`src/rtl/mem_port_arbiter.sv`:
```
// Round-robin arbiter for one shared memory port among four requesters.
// Grants one requester at a time, waits for ack or watchdog, then rotates.
module mem_port_arbiter #(
    parameter int TIMEOUT = 16,
    parameter int CW      = 5
) (
    input  logic       clk,
    input  logic       rst_n,
    input  logic [3:0] req,
    input  logic       mem_ack,
    output logic [3:0] gnt,
    output logic [1:0] sel,
    output logic       mem_valid,
    output logic       busy,
    output logic       timeout_err
);

    typedef enum logic {
        IDLE = 1'b0,
        BUSY = 1'b1
    } state_t;

    state_t        state;
    logic [1:0]    ptr;
    logic [CW-1:0] wdog;
    logic [1:0]    win;
    logic          found;
    logic          wdog_exp;

    assign wdog_exp = (wdog == CW'(TIMEOUT - 1));

    // First requester at or after ptr in circular order wins.
    always_comb begin
        win   = ptr;
        found = 1'b0;
        for (int i = 0; i < 4; i++) begin
            if (!found && req[ptr + 2'(i)]) begin
                found = 1'b1;
                win   = ptr + 2'(i);
            end
        end
    end

    // Grant/transfer sequencer with watchdog and registered outputs.
    always_ff @(posedge clk or negedge rst_n) begin
        if (!rst_n) begin
            state       <= IDLE;
            gnt         <= 4'b0000;
            sel         <= 2'b00;
            mem_valid   <= 1'b0;
            busy        <= 1'b0;
            timeout_err <= 1'b0;
            ptr         <= 2'b00;
            wdog        <= '0;
        end else begin
            timeout_err <= 1'b0;
            unique case (state)
                IDLE: begin
                    if (found) begin
                        state     <= BUSY;
                        gnt       <= 4'b0001 << win;
                        sel       <= win;
                        mem_valid <= 1'b1;
                        busy      <= 1'b1;
                        wdog      <= '0;
                    end
                end
                BUSY: begin
                    if (mem_ack || wdog_exp) begin
                        state       <= IDLE;
                        gnt         <= 4'b0000;
                        mem_valid   <= 1'b0;
                        busy        <= 1'b0;
                        ptr         <= sel + 2'd1;
                        timeout_err <= !mem_ack;
                    end else begin
                        wdog <= wdog + 1'b1;
                    end
                end
                default: state <= IDLE;
            endcase
        end
    end

endmodule

```
`config.mk`:
```
export PLATFORM = sky130hd
export DESIGN_NAME = mem_port_arbiter
export DESIGN_NICKNAME = d
export VERILOG_FILES = /design/src/rtl/mem_port_arbiter.sv
export SDC_FILE = /design/constraint.sdc
export NUM_CORES = 1
export LEC_CHECK = 0
export CAP_MARGIN = 20
export CORE_ASPECT_RATIO = 0.8
export CORE_MARGIN = 1.5
export CORE_UTILIZATION = 49
export DETAILED_ROUTE_END_ITERATION = 10
export PLACE_DENSITY = 0.74
export SLEW_MARGIN = 20
export SYNTH_ARGS = -nofsm -noshare
export SYNTH_HDL_FRONTEND = slang
export SYNTH_SLANG_ARGS = --single-unit
```
`constraint.sdc`:
```
create_clock -name clk -period 1.85 [get_ports clk]
set_input_delay 0.37 -clock clk [delete_from_list [all_inputs] [get_ports clk]]
set_output_delay 0.37 -clock clk [all_outputs]
set_load 0.1 [all_outputs]
```
==> results.md <==
* GRT Max-Usage Layer: met2
* Synth Warn # at 0
* Synth Net Count at 89
* Worst hold path type: in2async
* Period utilisation layout at 92.3%
* Place WS at -66.9 ps
* WS Path Type: reg2reg
* Synth Area per Inst at 10.2 um^2
* Clock tree from TritonCTS: built
* Crit path from: wdog[1]
* Status: finished, final reports clean
* Slew @ Worst Pin at 424 ps
* Worst r2r src: wdog[1]
* Diode count at 0
* CP required at 2060 ps
* Main flop type after synthesis: dfrtp_1
* CTS buffer count at 3
* Layout Skew at 5.90 ps
* Most frequent cells in the layout: 16 x dfrtp_1, 9 x nand2_1, 8 x nand3_1, 8 x buf_12
* Rows at 12
* Clock transition at the registers of the reported paths at 90 ps
* Reg2reg path depth at 6
* First-pass iteration count of the detailed router at 4
* Final setup margin at 142 ps
* Initial antenna violation count at 0
* GP Congestion at 0.799
* Maximum vdd drop at 1.33 mV
* Worst setup SP type: register
* Pin count of the biggest net entering global routing at 17
* RR Endpoint: gnt[2]
* First-pass GRT wire length at 2960 um
* Number of flops mapped to enable cells by yosys at 0
* Crit Path Max Fanout at 9
* Layout cells sized above 1 at 23.2%
* Top cell type's share of synthesized area at 49.2%
* Yosys top cell by area: dfrtp_1
* Root Buffer: clkbuf_4
* Clock Path Buffers at 2
* GRT Total Usage at 21.7%
* GR Layer Usage met2 at 41.7%
* Vias in the first global route at 680
* Antenna Nets Post-Route at 0
* Critical Path Sink Type: register
* FFs w/ async S/R, synth at 100%
* Fin. Hold Viols at 0
* Final setup violation count at 0
* Starting density of the core at 55.4%
* Clock latency on the worst-skew pair at 280 ps
* Synth unique cells at 32
* Unrepaired setup endpoints after global routing: no
* Detailed Route Iter0 Violations at 24
* Core area at 1470 um^2
* Max_cap viols at 0
* WL/cell at 14.6 um
* Met1 global-route usage at 24.0%
* Detailed-route DRC error count at 0
* Dpl hpwl at 1360 um
* Syn Inst Count at 80
* GR Overflow Total at 0
* Via density per instance at 5.55
* Sink Count at 16
* Pwr Total at 2.09 mW
* Die Wd at 48.6 um
* Register area share after synthesis at 49.2%
* Worst reg-to-reg setup slack at 140 ps
* DR vias at 666
* Slew Limit Headroom at 71.7%
* Synth Register Bits at 16
* Fin crit period at 1710 ps
* Final nets at 110
* Critical Path AT at 1920 ps
* H-tree depth at 1
* Synth area leaders: dfrtp_1 49%, nand3_1 4.9%, nand2_1 4.1%, ha_1 3.1%, o31ai_1 2.8%
* PD cells at 1910 nW/um^2
* Mapped cell area at 815 um^2
* Setup TNS at 0 ps
* Achievable Freq at 585 MHz
* Area grow syn2layout at 34.9%
* Die area at 1920 um^2
* Max Slew Vio Count at 0
* M3 GR Usage at 7.25%
* Leading cell type in the layout, fill and taps excluded: dfrtp_1
* # IOs at 16
* Leak at 0.497 nW
* Die height at 39.5 um
* PortBufs at 15
* WHS at 409 ps
* Total wire length at 1750 um
## registers in the layout, summed over array words and instances, names as in the netlist
name         cells
ptr              2
state            1
wdog             5
timeout_err      1
gnt              4
busy             1
sel              2
## report_power, final
group	leakage [nW]	internal (mW)	total [mW]	switching [mW]
clock	0.0138	0.0754	0.173	0.0973
combinational	0.277	0.469	1.28	0.813
sequential	0.206	0.472	0.639	0.167
total	0.497	1.02	2.09	1.08
## cell families (layout without fill, tap and decap cells)
| family | after synthesis | after routing | synth area share [%] |
|---|---|---|---|
| simple gates | 32 | 32 | 21.0 |
| mux | 1 | 1 | 1.23 |
| fa+ha+maj | 2 | 2 | 3.07 |
| compound gates | 21 | 21 | 17.2 |
| xor+xnor | 2 | 2 | 2.15 |
| buf+inv | 6 | 25 | 6.14 |
| flops | 16 | 16 | 49.2 |
## metrics by stage
stage                     area (um^2)  utilization [%]  cells
after global routing             1100             74.7    120
after floorplan                   815                -     80
final                            1100             74.7    120
after detailed placement         1060             72.3    117
after global placement           1060             72.3    117
after CTS                        1090             73.8    120
## repair_timing
action / CTS / global route
buffers inserted: 0 / 0
gates resized for setup: 0 / 3
setup endpoints to repair: 0 / 1
hold buffers: 0 / 0
## Yosys cell counts (2+ instances only)
master and instances:
a21oi_1 2, a31o_1 2, and3_1 3, dfrtp_1 16, ha_1 2, inv_1 2, nand2_1 9, nand3_1 8
nor2_1 3, nor2b_1 2, o21ai_0 4, o21ai_1 4, o21ai_2 2, o31ai_1 3
## layer usage
layer | routed length, um | up-vias | share of wire [%]
met5 | 0 | - | 0
met3 | 93 | 2 | 5.3
met2 | 857 | 22 | 49
met4 | 10 | 0 | 0.57
met1 | 790 | 316 | 45
li1 | - | 326 | -
## layout make-up
type | count | area (um^2)
Sequential cell | 16 | 400
Multi-Input combinational cell | 58 | 377
Fill cell | 103 | 373
Timing Repair Buffer | 20 | 265
Tap cell | 21 | 26.3
Clock buffer | 3 | 22.5
Inverter | 2 | 7.51
## critical path, cell delays in order (launching register included)
cell and delay, ps:
dfrtp_1 400, ha_1 200, and3_1 150, ha_1 240, o21ai_2 350, and3_1 210, a31o_1 110
## worst max-delay path by stage
stage,endpoint,slack [ps]
after detailed placement,gnt[2],-70
final,gnt[2],140
after global routing,gnt[2],10
after CTS,wdog[2],20
after floorplan,mem_valid,140
after global placement,gnt[0],-10
No activity file was read; power rests on OpenSTA's default activity.
